<file path="src/rtl/mb_sequencer.sv">
// mb_sequencer -- microprogram sequencer for the Math Box.
//
// A CPU write launches a microprogram. The start address comes from an
// external start-map ROM (indexed by CPU_ADDR, answer on START_PC). Each
// microword takes two cycles: FETCH waits for the synchronous microcode ROM,
// and EXEC strobes the ALU and picks the next PC.
//
// Handshake: CPU_WR is a one-cycle strobe that is always accepted. In IDLE it
// starts a program. In FETCH/EXEC it restarts and wins over everything else in
// that cycle (STOP, watchdog). There is no back-pressure.
//
// Optional feature: define MB_WATCHDOG_EN to add a cycle watchdog that aborts
// a program after WD_LIMIT busy cycles without a STOP.
//
// Ports:
//   CLK, RESET_N      clock, asynchronous active-low reset
//   CPU_WR            command write strobe
//   CPU_ADDR          command select (only feeds the external start-map ROM)
//   CPU_DATA          operand byte, latched onto DIN
//   START_PC          start-map ROM output, valid in the CPU_WR cycle
//   ROM_ADDR          microcode ROM address (registered PC)
//   INSTR_STOP/JMP/COND/TGT  microword fields, valid one cycle after ROM_ADDR
//   Q0                ALU condition bit
//   DIN               latched operand
//   ALU_STB           ALU execute strobe (one per microword)
//   BUSY              program running
//   DONE              one-cycle completion pulse
//   ABORT             one-cycle watchdog pulse (0 without MB_WATCHDOG_EN)
module mb_sequencer #(
  parameter int ADDR_W   = 10,
  parameter int SEL_W    = 5,
  parameter int WD_LIMIT = 1023
) (
  input  logic              CLK,
  input  logic              RESET_N,
  input  logic              CPU_WR,
  input  logic [SEL_W-1:0]  CPU_ADDR,
  input  logic [7:0]        CPU_DATA,
  input  logic [ADDR_W-1:0] START_PC,
  output logic [ADDR_W-1:0] ROM_ADDR,
  input  logic              INSTR_STOP,
  input  logic              INSTR_JMP,
  input  logic              INSTR_COND,
  input  logic [ADDR_W-1:0] INSTR_TGT,
  input  logic              Q0,
  output logic [7:0]        DIN,
  output logic              ALU_STB,
  output logic              BUSY,
  output logic              DONE,
  output logic              ABORT
);

  typedef enum logic [1:0] {
    S_IDLE  = 2'd0,
    S_FETCH = 2'd1,
    S_EXEC  = 2'd2
  } state_t;

  state_t            state_q, state_d;
  logic [ADDR_W-1:0] pc_q, pc_d;
  logic [7:0]        din_q, din_d;
  logic              cond_q, cond_d;
  logic              busy_q, busy_d;
  logic              done_q, done_d;
  logic              alu_stb;
  logic              taken;
  logic              wd_expire;

  // CPU_ADDR is consumed by the external start-map ROM, not by this block.
  logic unused_cpu_addr;
  assign unused_cpu_addr = ^CPU_ADDR;

`ifdef MB_WATCHDOG_EN
  localparam int WD_W = $clog2(WD_LIMIT + 1);
  logic [WD_W-1:0] wd_q, wd_d;

  // A STOP in the expiry cycle still completes normally. CPU_WR always wins.
  assign wd_expire = busy_q && (wd_q == WD_W'(WD_LIMIT)) && !CPU_WR &&
                     !((state_q == S_EXEC) && INSTR_STOP);

  always_comb begin
    wd_d = wd_q;
    if (CPU_WR)      wd_d = '0;
    else if (busy_q) wd_d = wd_q + WD_W'(1);
  end

  always_ff @(posedge CLK or negedge RESET_N) begin
    if (!RESET_N) wd_q <= '0;
    else          wd_q <= wd_d;
  end
`else
  localparam int unused_wd_limit = WD_LIMIT;
  assign wd_expire = 1'b0;
`endif

  always_comb begin
    state_d = state_q;
    pc_d    = pc_q;
    din_d   = din_q;
    cond_d  = cond_q;
    busy_d  = busy_q;
    done_d  = 1'b0;
    alu_stb = 1'b0;
    taken   = 1'b0;

    case (state_q)
      S_IDLE: begin
        if (CPU_WR) begin
          pc_d    = START_PC;
          din_d   = CPU_DATA;
          busy_d  = 1'b1;
          state_d = S_FETCH;
        end
      end

      S_FETCH: begin
        if (CPU_WR) begin
          pc_d    = START_PC;
          din_d   = CPU_DATA;
          cond_d  = 1'b0;
          state_d = S_FETCH;
        end else begin
          state_d = S_EXEC;
        end
      end

      S_EXEC: begin
        if (CPU_WR) begin
          // Restart: no strobe, no DONE for the abandoned program.
          pc_d    = START_PC;
          din_d   = CPU_DATA;
          cond_d  = 1'b0;
          state_d = S_FETCH;
        end else begin
          alu_stb = 1'b1;
          cond_d  = Q0;
          if (INSTR_STOP) begin
            busy_d  = 1'b0;
            done_d  = 1'b1;
            state_d = S_IDLE;
          end else begin
            // A conditional jump is taken when the latched condition is low.
            taken   = INSTR_JMP & (~INSTR_COND | ~cond_q);
            pc_d    = taken ? INSTR_TGT : pc_q + ADDR_W'(1);
            state_d = S_FETCH;
          end
        end
      end

      default: state_d = S_IDLE;
    endcase

    if (wd_expire) begin
      busy_d  = 1'b0;
      state_d = S_IDLE;
    end
  end

  always_ff @(posedge CLK or negedge RESET_N) begin
    if (!RESET_N) begin
      state_q <= S_IDLE;
      pc_q    <= '0;
      din_q   <= '0;
      cond_q  <= 1'b0;
      busy_q  <= 1'b0;
      done_q  <= 1'b0;
    end else begin
      state_q <= state_d;
      pc_q    <= pc_d;
      din_q   <= din_d;
      cond_q  <= cond_d;
      busy_q  <= busy_d;
      done_q  <= done_d;
    end
  end

  assign ROM_ADDR = pc_q;
  assign DIN      = din_q;
  assign ALU_STB  = alu_stb;
  assign BUSY     = busy_q;
  assign DONE     = done_q;
  assign ABORT    = wd_expire;

endmodule

</file>
<file path="config.mk">
export PLATFORM = sky130hd
export DESIGN_NAME = mb_sequencer
export DESIGN_NICKNAME = d
export VERILOG_FILES = /design/src/rtl/mb_sequencer.sv
export SDC_FILE = /design/constraint.sdc
export NUM_CORES = 1
export LEC_CHECK = 0
export ABC_CLOCK_PERIOD_IN_PS = 4200
export BUFFER_PORTS_ARGS = -buffer_cell sky130_fd_sc_hd__buf_2
export CAP_MARGIN = 0
export CORE_MARGIN = 10
export CORE_UTILIZATION = 30
export DETAILED_ROUTE_END_ITERATION = 8
export HOLD_SLACK_MARGIN = 0.06
export PLACE_DENSITY = 0.58
export SLEW_MARGIN = 20
export SYNTH_ARGS = -nofsm -noshare
export SYNTH_HDL_FRONTEND = slang
export SYNTH_SLANG_ARGS = --single-unit
</file>
<file path="constraint.sdc">
create_clock -name CLK -period 4.2 [get_ports CLK]
set_input_delay 0.63 -clock CLK [delete_from_list [all_inputs] [get_ports CLK]]
set_output_delay 0.63 -clock CLK [all_outputs]
set_load 0.02 [all_outputs]
</file>
After elaboration in Yosys (flattened, before gate mapping)
Cells that the tools add are included.
Widths: inputs -> output; s select.
{"block": "word_totals", "reg_bits": 23, "latchBits": 0, "mem_bits_rw": 0, "mem_bits_ro": 0, "inputBits": 40, "output_inout_bits": 22, "word_cells": 51, "memories": 0}
{"block": "op_classes", "addsub": 1, "n_mul": 0, "div": 0, "order_cmp": 0, "eq_ne": 8, "shift": 0, "mux": 22, "bitwise_logic": 4, "reduce_logical": 10}
{"operator": "$mux 10", "n": 4}
{"operator": "$pmux 10 s2", "n": 1}
{"operator": "$mux 1", "n": 12}
{"operator": "$add 10x1->10 const B", "n": 1}
{"operator": "$ne 2x2->1 const B", "n": 4}
{"operator": "$pmux 2 s3", "n": 1}
{"operator": "$reduce_bool 2->1", "n": 3}
{"operator": "$mux 2", "n": 2}
{"operator": "$pmux 1 s2", "n": 2}
{"operator": "$reduce_and 2->1", "n": 2}
{"operator": "$reduce_and 4->1", "n": 1}
{"operator": "$ne 3x3->1 const B", "n": 1}
{"operator": "$reduce_and 3->1", "n": 1}
{"operator": "$reduce_or 3->1", "n": 1}
{"operator": "$eq 2x1->1 const B", "n": 1}
{"operator": "$eq 2x2->1 const B", "n": 1}
{"operator": "$logic_not 2->1", "n": 1}
{"operator": "$ne 2x1->1 const B", "n": 1}
{"operator": "$not 1->1", "n": 2}
{"operator": "$reduce_or 2->1", "n": 1}
{"operator": "$and 1x1->1", "n": 1}
{"operator": "$or 1x1->1", "n": 1}

Longest topological paths before layout
Gate-level depths: netlist of the first run.
{"block": "logic_depth", "depth_word": 7, "depth_mapped": 6, "depth_no_buf": 5}

Worst setup path after synthesis of the first run
Ideal clock, no wire load.
{"block": "synth_timing", "kind": "input-to-output", "startpoint": "input CPU_WR", "endpoint": "output ALU_STB", "t_arrival_ps": 1204, "required_ps": 3570, "setup_slack_ps": 2366, "path_stages": 3, "n_path_buf": 1, "cell_sequence": "or3b_1 -> buf_6 -> clkinv_4"}
{"block": "synth_between", "elab_chain_len": 2}
{"element": "start, declared", "line_no": "36", "source": "input logic CPU_WR,"}
{"element": "$mux 1", "line_no": "128", "source": "if (CPU_WR) begin"}
{"element": "$mux 1", "line_no": "106", "source": "case (state_q)"}
{"element": "end, declared", "line_no": "47", "source": "output logic ALU_STB,"}
Every way passes these cells.

Final worst setup path of the first run
Ends and elaborated chain as after synthesis.

==> run_results.csv, run 1 <==
group,metric,value,unit
drt,vias,1172,
clock_tree,clk_pin_slew,0.09,ns
critical_path,crit_type,"in2out",
hold_path,hp-class,"in2async",
sta,relSlewSlack,40.13,%
die,core,4029,um2
clock_tree,cts-htree-levels,1,
placement,numPortBuffers,55,
status,status,"complete, no violations",
clock_tree,clk_path_buf_depth,2,
yosys,ys_warn_count,0,
sta,fin_skew,0.008675,ns
sta,tightest_slew,0.8921,ns
grt,grt_max_degree,24,
yosys,yosys.area.top_type,"dfrtp_1",
die,die_y,84.61,um
yosys,synthesis.area,1252,um2
placement,hpwl,2752,um
drt,vias_per_cell,5.009,
cells_and_area,layout-area-overhead-vs-synth,27.97,%
yosys,async_flop_share,100.0,%
yosys,yosysTopAreaCellShare,45.95,%
power,p_leak,0.7506,nW
drt,drtAntennaViolNets,0,
cells_and_area,diodes,0,
grt,track_usage,10.00,%
die,dieArea,7159,um2
die,start_util,31.09,%
grt,grt_pass1_vias,1247,
yosys,synth_area_leaders,"dfrtp_1, mux2_2, o21ai_1, nand2_1, a21oi_1",
sta,fin_crit,2.291,ns
sta,drv_slew,0,
die,io_pins,62,
drt,finalWirelength,3633,um
clock_tree,cts_tree,"done",
yosys,syn_inst,130,
clock_tree,cts-resized-gates,0,
critical_path,crit_fanout,10,
sta,max_freq,0.4366,GHz
sta,finalSetupViolCount,0,
power,vdd_drop_max,0.2424,mV
run,drv_cap,0,
clock_tree,clk_latency,0.27,ns
clock_tree,cts_hold_buf,0,
critical_path,end_kind,"primary output",
placement,gp_congestion,0.7342,
yosys,avgSynthCellArea,9.634,um2
clock_tree,cts_buffers,3,
cells_and_area,layout-drive-gt1-share,38.59,%
die,rows,23,
cells_and_area,utilization,39.78,%
grt,antenna_found_initial,0,
sta,hold_viol_final,0,
die,die_w,84.61,um
yosys,synth_ff_type,"dfrtp_1",
yosys,syn-num-nets,171,
critical_path,arrival,1.66,ns
drt,wl_per_cell,15.53,um
clock_tree,cts_setup_buffers,0,
clock_tree,clock_sinks,23,
grt,grt_pass1_wl,5940,um
yosys,yosysSeqAreaShare,45.95,%
sta,fin_crit_sh,54.54,%
critical_path,crit_required,3.57,ns
cells_and_area,fin_nets,226,
sta,fin_setup_tns,0,ns
sta,rsz0062_at_grt,"false",
yosys,ys_seq_elements,23,
yosys,synth_edf_count,0,
yosys,synth_cell_types,42,
drt,dr.pass1.iters,4,
power,pwr_density_cell,372.2,nW/um2
drt,drt_iter0_markers,46,
grt,gr-total-overflow,0,
drt,route.detailed.drc,0,
critical_path,cp-start-kind,"input port",
clock_tree,cts-root-buf,"clkbuf_8",
cells by family (layout without fill, tap and decap cells):
family	count (synthesis)	in the layout	share of synthesized area [%]
and+or+nand+nor	41	41	17.28
adders and majority gates	1	1	0.9988
other	1	1	0.2994
muxes	9	9	7.992
AOI/OAI and AO/OA	41	41	20.58
buffers and inverters	11	65	4.795
DFF	23	23	45.95
xor gates and xnor gates	3	3	2.098
where the power goes:
part,internal (mW),switching (mW)
clock,0.0679,0.0759
sequential,0.250,0.0333
combinational,0.0692,0.0998
total,0.388,0.209
cells in the final DEF, fill, tap and decap left out, types with 2 or more instances in the layout:
master	netlist	final
a21oi_1	7	7
a221o_1	2	2
a22oi_1	3	3
a31oi_1	2	2
and2_1	2	2
and3_1	3	3
buf_2	2	55
clkbuf_8	0	3
dfrtp_1	23	23
inv_1	4	4
mux2_2	8	8
nand2_1	11	11
nand3_1	4	4
nand4_1	2	2
nor2_1	7	7
nor3_1	3	3
o211ai_1	2	2
o21ai_0	5	5
o21ai_1	12	12
or3_1	3	3
xnor2_1	3	3
metrics by stage:
stage	power (mW)	cell area, um2	instances	hold slack, ns	setup slack [ns]
floorplan	0.3905	1252	130	0.3344	2.366
global placement	0.4587	1558	230	0.4926	1.834
detailed placement	0.4602	1558	230	0.4936	1.854
CTS	0.6075	1603	234	0.3510	1.912
global route	0.6393	1603	234	0.3642	1.853
finish	0.5965	1603	234	0.3277	1.909
worst paths after layout:
kind | endpoint | depth (start not counted) | startpoint | slack, ns
setup / recovery | ALU_STB | 4 | CPU_WR | 1.91
setup reg to reg | ROM_ADDR[8] | 5 | state_q[1] | 2.12
min in group CLK | DIN[3] | 1 | DIN[3] | 0.51
max in group asynchronous | state_q[1] | 1 | RESET_N | 3.51
hold / removal | ROM_ADDR[4] | 1 | RESET_N | 0.33
hold reg to reg | DIN[3] | 1 | DIN[3] | 0.51
cells in the mapped netlist (all sizes together) (4+ instances only):
master  number
buf          4
nor2         8
o21ai       18
mux2         8
inv          5
dfrtp       23
nand2       11
nand3        4
a21oi        7
flip-flops by register name (all words and copies together), names as in the netlist:
register  count
DONE          1
DIN           8
state_q       2
ROM_ADDR     10
cond_q        1
BUSY          1
worst max-delay path, cell delays in order:
cell and delay, ns:
buf_2 0.13, or3b_1 0.57, clkinv_4 0.15, buf_2 0.17
area by class of cell:
cell class | count | area (um2)
Clock buffer | 4 | 45.04
Fill cell | 433 | 2426
Sequential cell | 23 | 575.6
Timing Repair Buffer | 55 | 275.3
Tap cell | 50 | 62.56
Multi-Input combinational cell | 96 | 616.8
Inverter | 6 | 27.53
layer usage:
metal  vias up  track usage, %  wire (um)
li1        579               -          -
met1       553           11.60       1700
met2        38           16.88       1699
met3         2           3.671        195
met4         0           2.695         37
met5         -               0          0
Power figures use the tool's default switching activity.
==> run 2, diff against run 1 <==
ABC_CLOCK_PERIOD_IN_PS = 2360   (was 4200)
clock period = 2.36 ns   (was 4.2 ns; I/O delays follow)
==> run_results.csv, run 2 (synthesis results as in run 1) <==
group,metric,value,unit
drt,finalWirelength,3661,um
cells_and_area,layout-area-overhead-vs-synth,28.57,%
critical_path,reg2reg_to,"ROM_ADDR[6]",
cells_and_area,layout-drive-gt1-share,38.92,%
critical_path,cp-start-kind,"register",
drt,drtAntennaViolNets,0,
drt,drt_iter0_markers,55,
clock_tree,cts_buffers,3,
power,pwr_density_cell,661.5,nW/um2
placement,hpwl,2798,um
grt,grt_pass1_wl,6313,um
critical_path,critPathSlowestCell,"or3b_1",
critical_path,crit_chain,"or3b_1, clkinv_4, buf_2",
power,p_leak,0.7554,nW
drt,wl_met3,251,um
critical_path,end_kind,"primary output",
status,status,"complete, no violations",
grt,gr-total-overflow,0,
cells_and_area,multi_input_area,616.8,um2
sta,fin_setup_tns,0,ns
critical_path,crit_fanout,10,
sta,relSlewSlack,65.13,%
clock_tree,clk_latency,0.28,ns
sta,tightest_slew,0.5230,ns
drt,vias,1171,
power,finalPower,1.065,mW
placement,place_area,1565,um2
drt,route.detailed.drc,0,
cells_and_area,diodes,0,
clock_tree,cts-htree-levels,1,
clock_tree,clk_pin_slew,0.09,ns
sta,layout_setup_ws,0.3678,ns
clock_tree,clk_path_buf_depth,2,
power,vdd_drop_max,0.3771,mV
cells_and_area,design_area,1610,um2
cells_and_area,fin_nets,227,
sta,fin_skew,0.01295,ns
sta,fin_crit,1.992,ns
critical_path,crit_required,2.01,ns
critical_path,rrSetupSlack,0.68,ns
grt,track_usage,10.55,%
clock_tree,cts_hold_buf,0,
grt,antenna_found_initial,0,
critical_path,cpPeakStageDelay,0.61,ns
clock_tree,cts-root-buf,"clkbuf_8",
placement,gp_congestion,0.7266,
drt,top_layer,"met4",
critical_path,arrival,1.64,ns
cells_and_area,fin_cells,235,
drt,vias_per_cell,4.983,
critical_path,r2r_cells,3,
critical_path,rr_startpoint,"state_q[0]",
die,dieArea,7159,um2
cells_and_area,utilization,39.97,%
grt,grt_pass1_vias,1302,
sta,drv_slew,0,
sta,finalSetupViolCount,0,
sta,whs,0.04116,ns
critical_path,crit_type,"reg2out",
sta,hold_viol_final,0,
placement,pre_cts_slack,0.6208,ns
hold_path,hp-class,"in2async",
sta,rsz0062_at_grt,"false",
clock_tree,clock_sinks,23,
cells_and_area,fillCellCount,439,
sta,max_freq,0.5020,GHz
die,io_pins,62,
drt,dr.pass1.iters,4,
drt,wl_met2,1792,um
clock_tree,cts_setup_buffers,0,
sta,fin_crit_sh,84.41,%
clock_tree,cts_tree,"done",
cells_and_area,layout_commonest_cell,"buf_2",
die,core,4029,um2
placement,numPortBuffers,55,
grt,grt_max_degree,24,
cells_and_area,final_cell_mix,"buf_2, dfrtp_1, o21ai_1",
cells_and_area,largest_reg_flops,10,
run,drv_cap,0,
die,rows,23,
cells_and_area,register_area,575.6,um2
clock_tree,cts-resized-gates,0,
placement,dp_cells,231,
die,die_w,84.61,um
die,start_util,31.09,%
drt,wl_met1,1573,um
die,die_y,84.61,um
drt,wl_per_cell,15.58,um
==> run 2: changes by cell type in the layout (fill, tap and decap cells not counted) <==
| cell | previous run | this run |
|---|---|---|
| buf_4 | 0 | 1 |
==> run 2: area by class of cell <==
cell class	count	share of cell area, %
multi-input combinational	96	38.31
inverter	6	1.709
clock buffer	4	2.797
timing repair buffer	56	17.56
tap	50	3.885
sequential	23	35.74
==> run 2: layer usage <==
| metal | vias to the layer above | global-route usage (%) |
|---|---|---|
| li1 | 578 | - |
| met1 | 552 | 12.09 |
| met2 | 39 | 17.64 |
| met3 | 2 | 3.961 |
| met4 | 0 | 3.443 |
| met5 | - | 0 |
==> run 2: report_power, final <==
group	internal [mW]	switching [mW]	leakage, nW
Sequential	0.446	0.0594	0.275
Clock	0.121	0.136	0.0228
Combinational	0.125	0.178	0.457
==> run 2: worst max-delay path by stage <==
stage               cells past startpoint          end  slack [ns]   startpoint
detailed placement                      4      ALU_STB        0.62       CPU_WR
CTS                                     3      ALU_STB        0.36   state_q[0]
floorplan                               5  ROM_ADDR[8]        0.75  ROM_ADDR[0]
global route                            3      ALU_STB        0.29   state_q[0]
finish                                  3      ALU_STB        0.37   state_q[0]
global placement                        4      ALU_STB        0.62       CPU_WR
==> run 2: critical path: cells and delay by family (launching register included) <==
family,cells,cell delay [ns]
and+or+nand+nor,1,0.61
DFF,1,0.44
buffers and inverters,2,0.31
